**src/rtl/seq_det_pkg.sv**
```systemverilog
// Shared types and defaults for the 101-detector slice (serializer and detector benches).
package seq_det_pkg;

  localparam int unsigned SER_WIDTH_DEFAULT = 8;

  typedef enum logic [1:0] {
    S_IDLE,
    S_SHIFT,
    S_PARITY
  } ser_state_t;

endpackage

```
**src/rtl/bit_stream_serializer_if.sv**
```systemverilog
// Word-in / bit-out handshake bundle for bit_stream_serializer.
interface bit_stream_serializer_if #(
  parameter int unsigned WIDTH = seq_det_pkg::SER_WIDTH_DEFAULT
);
  logic [WIDTH-1:0] data_in;
  logic             data_valid;
  logic             data_ready;
  logic             ser_out;
  logic             ser_valid;
  logic             word_done;

  modport master (
    output data_in, data_valid,
    input  data_ready, ser_out, ser_valid, word_done
  );

  modport slave (
    input  data_in, data_valid,
    output data_ready, ser_out, ser_valid, word_done
  );
endinterface

```
**src/rtl/bit_stream_serializer.sv**
```systemverilog
// MSB-first word serializer feeding the 101 detectors; gapless back-to-back words.
// Optional trailing even-parity bit when SERIALIZER_PARITY_EN is defined.
module bit_stream_serializer
  import seq_det_pkg::*;
#(
  parameter int unsigned WIDTH    = SER_WIDTH_DEFAULT,
  parameter logic        IDLE_BIT = 1'b0
) (
  input  logic                   clk,
  input  logic                   reset,
  bit_stream_serializer_if.slave bus
);

  localparam int unsigned CNT_W = $clog2(WIDTH);

  ser_state_t       state;
  logic [WIDTH-1:0] shreg;
  logic [CNT_W-1:0] count;
  logic             ser_out_q;
  logic             ser_valid_q;
  logic             word_done_q;
  logic             ready;
  logic             accept;
`ifdef SERIALIZER_PARITY_EN
  logic             parity_q;
`endif

  always_comb begin
    ready = 1'b0;
`ifdef SERIALIZER_PARITY_EN
    ready = (state == S_IDLE) || (state == S_PARITY);
`else
    ready = (state == S_IDLE) || ((state == S_SHIFT) && (count == '0));
`endif
  end

  assign accept         = bus.data_valid && ready;
  assign bus.data_ready = ready;
  assign bus.ser_out    = ser_out_q;
  assign bus.ser_valid  = ser_valid_q;
  assign bus.word_done  = word_done_q;

  // ready is only high in IDLE or the final serial cycle, so an accept
  // always overrides whatever that state would otherwise do next.
  always_ff @(posedge clk or negedge reset) begin
    if (!reset) begin
      state       <= S_IDLE;
      shreg       <= '0;
      count       <= '0;
      ser_out_q   <= IDLE_BIT;
      ser_valid_q <= 1'b0;
      word_done_q <= 1'b0;
`ifdef SERIALIZER_PARITY_EN
      parity_q    <= 1'b0;
`endif
    end else if (accept) begin
      state       <= S_SHIFT;
      shreg       <= bus.data_in << 1;
      count       <= CNT_W'(WIDTH - 1);
      ser_out_q   <= bus.data_in[WIDTH-1];
      ser_valid_q <= 1'b1;
      word_done_q <= 1'b0;
`ifdef SERIALIZER_PARITY_EN
      parity_q    <= ^bus.data_in;
`endif
    end else begin
      unique case (state)
        S_SHIFT: begin
          if (count != '0) begin
            shreg       <= shreg << 1;
            count       <= count - CNT_W'(1);
            ser_out_q   <= shreg[WIDTH-1];
            ser_valid_q <= 1'b1;
`ifdef SERIALIZER_PARITY_EN
            word_done_q <= 1'b0;
`else
            word_done_q <= (count == CNT_W'(1));
`endif
          end else begin
`ifdef SERIALIZER_PARITY_EN
            state       <= S_PARITY;
            ser_out_q   <= parity_q;
            ser_valid_q <= 1'b1;
            word_done_q <= 1'b1;
`else
            state       <= S_IDLE;
            shreg       <= '0;
            ser_out_q   <= IDLE_BIT;
            ser_valid_q <= 1'b0;
            word_done_q <= 1'b0;
`endif
          end
        end
        default: begin
          state       <= S_IDLE;
          shreg       <= '0;
          count       <= '0;
          ser_out_q   <= IDLE_BIT;
          ser_valid_q <= 1'b0;
          word_done_q <= 1'b0;
        end
      endcase
    end
  end

endmodule

```
**src/flat_wrapper.sv**
```systemverilog
// flat-port wrapper written by rule: the top's interface ports become plain ports
module bit_stream_serializer_flat import seq_det_pkg::*;
#(
  parameter int unsigned WIDTH    = SER_WIDTH_DEFAULT,
  parameter logic        IDLE_BIT = 1'b0
)
  (clk, reset, bus_data_in, bus_data_valid, bus_data_ready, bus_ser_out, bus_ser_valid, bus_word_done);
  bit_stream_serializer_if #(.WIDTH(WIDTH)) bus_i ();
  input  logic clk;
  input  logic reset;
  input wire logic [$bits(bus_i.data_in)-1:0] bus_data_in;
  input wire logic [$bits(bus_i.data_valid)-1:0] bus_data_valid;
  output wire logic [$bits(bus_i.data_ready)-1:0] bus_data_ready;
  output wire logic [$bits(bus_i.ser_out)-1:0] bus_ser_out;
  output wire logic [$bits(bus_i.ser_valid)-1:0] bus_ser_valid;
  output wire logic [$bits(bus_i.word_done)-1:0] bus_word_done;
  assign bus_i.data_in = bus_data_in;
  assign bus_i.data_valid = bus_data_valid;
  assign bus_data_ready = bus_i.data_ready;
  assign bus_ser_out = bus_i.ser_out;
  assign bus_ser_valid = bus_i.ser_valid;
  assign bus_word_done = bus_i.word_done;
  bit_stream_serializer #(.WIDTH(WIDTH), .IDLE_BIT(IDLE_BIT)) u_core (.clk(clk), .reset(reset), .bus(bus_i));
endmodule
```
**config.mk**
```make
export PLATFORM = sky130hd
export DESIGN_NAME = bit_stream_serializer_flat
export DESIGN_NICKNAME = d
export VERILOG_FILES = /design/src/rtl/seq_det_pkg.sv /design/src/rtl/bit_stream_serializer_if.sv /design/src/rtl/bit_stream_serializer.sv /design/src/flat_wrapper.sv
export SDC_FILE = /design/constraint.sdc
export NUM_CORES = 1
export LEC_CHECK = 0
export CAP_MARGIN = 10
export CORE_MARGIN = 3
export CORE_UTILIZATION = 46
export DETAILED_ROUTE_END_ITERATION = 16
export GPL_ROUTABILITY_DRIVEN = 0
export PLACE_DENSITY = 0.75
export SYNTH_ARGS = -nofsm -noshare
export SYNTH_HDL_FRONTEND = slang
export SYNTH_SLANG_ARGS = --single-unit
```
**constraint.sdc**
```tcl
create_clock -name clk -period 1.7 [get_ports clk]
set_clock_uncertainty 0.1 [all_clocks]
set_input_delay 0.34 -clock clk [delete_from_list [all_inputs] [get_ports clk]]
set_output_delay 0.34 -clock clk [all_outputs]
set_load 0.05 [all_outputs]
```
=== Yosys cells after proc, flatten, opt, wreduce, memory -nomap -nowiden ===
Index checks and enable logic that the tools add are counted.

* Add/subtract/negate cells: 1
* Equal/unequal tests: 4
* Multiplexer cells: 18
* Reductions and logical operators: 6

{| class="wikitable"
|+ Operators with widths
! cell !! count
|-
| $mux 8 || 3
|-
| $mux 1 || 9
|-
| $mux 3 || 3
|-
| $mux 2 || 3
|-
| $ne 3x2->1 const B || 2
|-
| $eq 3x1->1 const B || 1
|-
| $logic_not 3->1 || 1
|-
| $reduce_bool 3->1 || 1
|-
| $sub 3x1->3 const B || 1
|-
| $eq 2x1->1 const B || 1
|-
| $logic_and 1x1->1 || 2
|-
| $logic_not 2->1 || 1
|-
| $logic_or 1x1->1 || 1
|}

* Register bits after elaboration: 16
* Output and inout bits: 4

=== Depth between registers and ports, before layout ===
* Depth after elaboration: 5
* Gate-level depth with buffers: 7

=== Least setup slack after synthesis ===
OpenSTA, ideal clock, no wires.

* Path type: reg2out
* Start: register u_core.count[0]
* End: output port bus_data_ready
* Data arrival time: 1.371 ns
* Data required time: 1.260 ns
* Path slack: -0.111 ns
* Cell stages (with the launch flop): 7
* Path buffers: 1
* Cells stage by stage: dfrtp_1 > inv_1 > ha_1 > nand2b_4 > buf_6 > and2_4 > inv_1

* Word-level cells in the longest chain between the ends: 3

{| class="wikitable"
|+ Ends and longest elaborated chain
! element !! RTL line !! RTL
|-
| from (decl) || bit_stream_serializer.sv:18 || <nowiki>logic [CNT_W-1:0] count;</nowiki>
|-
| from (signal assigned) || bit_stream_serializer.sv:59 || <nowiki>count <= CNT_W'(WIDTH - 1);</nowiki>
|-
| from (signal assigned) || bit_stream_serializer.sv:71 || <nowiki>count <= count - CNT_W'(1);</nowiki>
|-
| $logic_not 3->1 || bit_stream_serializer.sv:33 || <nowiki>ready = (state == S_IDLE) || ((state == S_SHIFT) && (count == '0));</nowiki>
|-
| $logic_and 1x1->1 || bit_stream_serializer.sv:33 ||
|-
| $logic_or 1x1->1 || bit_stream_serializer.sv:33 ||
|-
| to (decl) || flat_wrapper.sv:13 || <nowiki>output wire logic [$bits(bus_i.data_ready)-1:0] bus_data_ready;</nowiki>
|}

Every way passes these cells.

=== Worst setup path in the final report ===
* Start: register u_core.count[1]
* End: output port bus_data_ready

Same word-level chain as after synthesis.

==> metrics <==
number of nets with antenna violations after routing 0; IO buf count 14; critical path type register to output port; core area roughly 0.0012 mm²; Post-DP HPWL approximately 900 µm; Data required, critical path 1.26 ns; outcome finished with violations; dominant combinational cell family by area after synthesis simple AND/OR/NAND/NOR gates; xor and xnor fraction of the mapped netlist area 0; cell area after synthesis about 640 µm²; post-synthesis cell count 60; average wire per standard cell roughly 15 µm; # DRC 0; clock sink count 14; Clock H-tree levels 1; number of enable-type register cells in the synthesized netlist 0; RSZ-0062 raised after global routing true; Power Density ~1800 mW/mm²; transition time at the pin with the least slew margin about 0.25 ns; number of DRC markers after the initial detailed-route iteration 6; async set-reset flop share out of synthesis 1.00; number of maximum-capacitance violations 0; fraction of synthesized cell area taken by the top area cell type 0.551; ratio of cells with drive above 1 in the final layout 0.363; ys flop type sky130_fd_sc_hd__dfrtp_1; via count of the first global-routing pass approximately 540; class of the tightest hold or removal check input pin to async pin; top cell types by occurrence after synthesis sky130_fd_sc_hd__dfrtp_1 (14), sky130_fd_sc_hd__nand2_1 (8), sky130_fd_sc_hd__nand3_1 (7); post-detailed-routing wire length roughly 1600 µm; post-synthesis adder-cell area fraction 0.0591; CP Launch Type register; leakage power about 0.45 nW; post-route fraction of the period consumed by the critical path 1.06; site row count 12; synthesized flop and latch total 14; final setup slack of the worst path -0.108 ns; synth top area cells sky130_fd_sc_hd__dfrtp_1 (55%), sky130_fd_sc_hd__ha_1 (5.9%), sky130_fd_sc_hd__nand3_1 (5.5%); post-synthesis share of cell area spent on and, or, nand and nor gates 0.205; endpoints failing setup 1; Netlist cell types 18; number of vias after detailed routing 551; post-placement cell area about 810 µm²; headroom to the max-slew limit 0.831; post-route minimum period 1.81 ns; total number of yosys warnings 0; number of antenna violations at the first check in global routing 0; compound-cell area share of the yosys netlist 0.120; library cell with the highest instance count after synthesis sky130_fd_sc_hd__dfrtp_1; peak fanout along the critical path 2; Non-Filler Instances around 110; Post-Syn Nets 74; average instance area after synthesis 10.6 µm²; f_max 553 MHz; number of hold-slack violations in the final timing report 0; area leader, netlist sky130_fd_sc_hd__dfrtp_1; layout overhead on the synthesized area 48.8%; starting density of the core 0.529; maximum number of pins on one net before global-route repair 15; arrival time of data at the critical path endpoint 1.37 ns; count of antenna diodes in the layout 0; full die area approximately 0.0019 mm²; number of iterations in the first detailed-routing pass 4; global-route congestion overflow total 0; chip width 43.2 µm; Finished Cell Area roughly 950 µm²; Nets approximately 110; number of buffers inserted for hold repair after clock tree synthesis 0; failing checks negative setup slack; register clock-pin slew on the reported worst setup and hold paths approximately 0.09 ns; sequential area share after synthesis 0.551; clock latency on the worst-skew pair approximately 0.29 ns; die height 43.2 µm; Worst IR Drop VDD 0.00131 V; maximum buffer depth of the clock tree 2; element type at the critical path end output port; max-slew violation count 0; number of ports placed on the die boundary 15; PnR Total Power between 1.5 and 2 mW; instance count after placement with tap cells included 89; global-route wire length before repair ~2400 µm; via/cell ratio 5.25; total global routing track utilization 0.184; multiplexer share of the synthesized area 0; post-placement worst setup slack ~0.038 ns; number of clock buffers inserted by TritonCTS 3; clock root cell sky130_fd_sc_hd__clkbuf_4; TritonCTS clock tree done
==> layout make-up <==
class                      instances  area, µm²
inverter                           3       15.0
multi-input combinational         39        256
fill                              86        255
sequential                        14        350
clock buffer                       4       36.3
tap                               14       17.5
timing repair buffer              31        270
==> power by group <==
part	switching [mW]	internal, mW
Combinational	0.440	0.472
Sequential	0.0587	0.450
Clock	0.116	0.131
==> routing by layer <==
layer,vias up,wire (µm),track usage
met5,-,0,0
met4,0,40,0.102
met3,5,115,0.0847
met2,21,810,0.289
met1,263,595,0.203
li1,262,-,-
==> registers in the layout, indices dropped and copies added (netlist names) <==
signal / cells
u_core.bus.ser_valid: 1
u_core.bus.ser_out: 1
u_core.state: 1
u_core.count: 3
u_core.bus.word_done: 1
u_core.shreg: 7
==> through the flow <==
step / TNS [ns] / util / hold WS [ns]
floorplan: -0.000785 / - / -0.0556
global placement: 0 / 0.674 / 0.374
detailed placement: 0 / 0.674 / 0.381
CTS: -0.101 / 0.756 / 0.252
global route: -0.167 / 0.788 / 0.263
finish: -0.108 / 0.788 / 0.248
==> kinds of logic after synthesis <==
group,Yosys count
flip-flops,14
adder cells (fa/ha/maj),3
AND/OR/NAND/NOR,25
AO/OA/AOI/OAI,11
buffers and inverters,7
==> placed cells by master (no fill, tap or decap), types with 2 or more instances in the layout <==
cell type	n
sky130_fd_sc_hd__buf_4	20
sky130_fd_sc_hd__nand2b_1	2
sky130_fd_sc_hd__nand3_1	7
sky130_fd_sc_hd__dfrtp_1	14
sky130_fd_sc_hd__clkdlybuf4s50_1	10
sky130_fd_sc_hd__o21ai_1	5
sky130_fd_sc_hd__nor3_1	4
sky130_fd_sc_hd__ha_1	2
sky130_fd_sc_hd__inv_2	2
sky130_fd_sc_hd__o21ai_0	2
sky130_fd_sc_hd__clkbuf_4	3
sky130_fd_sc_hd__nand2_1	8
sky130_fd_sc_hd__a211oi_2	2
==> path summary, 6_finish.rpt <==
| path | startpoint | end | slack, ns | cells past startpoint |
|---|---|---|---|---|
| min in group clk | u_core.shreg[4] | u_core.shreg[5] | 0.40 | 2 |
| max in group asynchronous | reset | u_core.shreg[1] | 1.08 | 2 |
| worst min-delay path | reset | u_core.shreg[6] | 0.25 | 2 |
| worst max register to register | u_core.count[1] | u_core.count[0] | 0.15 | 8 |
| worst min register to register | u_core.shreg[4] | u_core.shreg[5] | 0.40 | 2 |
| worst max-delay path | u_core.count[1] | bus_data_ready | -0.11 | 6 |
==> worst max-delay path: stages (launching register included) <==
cell                         delay [ns]
sky130_fd_sc_hd__dfrtp_1           0.37
sky130_fd_sc_hd__inv_2             0.06
sky130_fd_sc_hd__ha_4              0.17
sky130_fd_sc_hd__nand2b_4          0.06
sky130_fd_sc_hd__and2_4            0.16
sky130_fd_sc_hd__clkinvlp_4        0.10
sky130_fd_sc_hd__buf_12            0.16
==> timing repair <==
| action | in CTS | in global routing |
|---|---|---|
| resized for setup | 3 | 0 |
| setup buffers | 7 | 5 |
| pin swaps | 1 | 1 |
| endpoints found under the setup margin | 1 | 1 |
| endpoints found under the hold margin | 0 | 0 |
(Power assumes the default switching activity.)
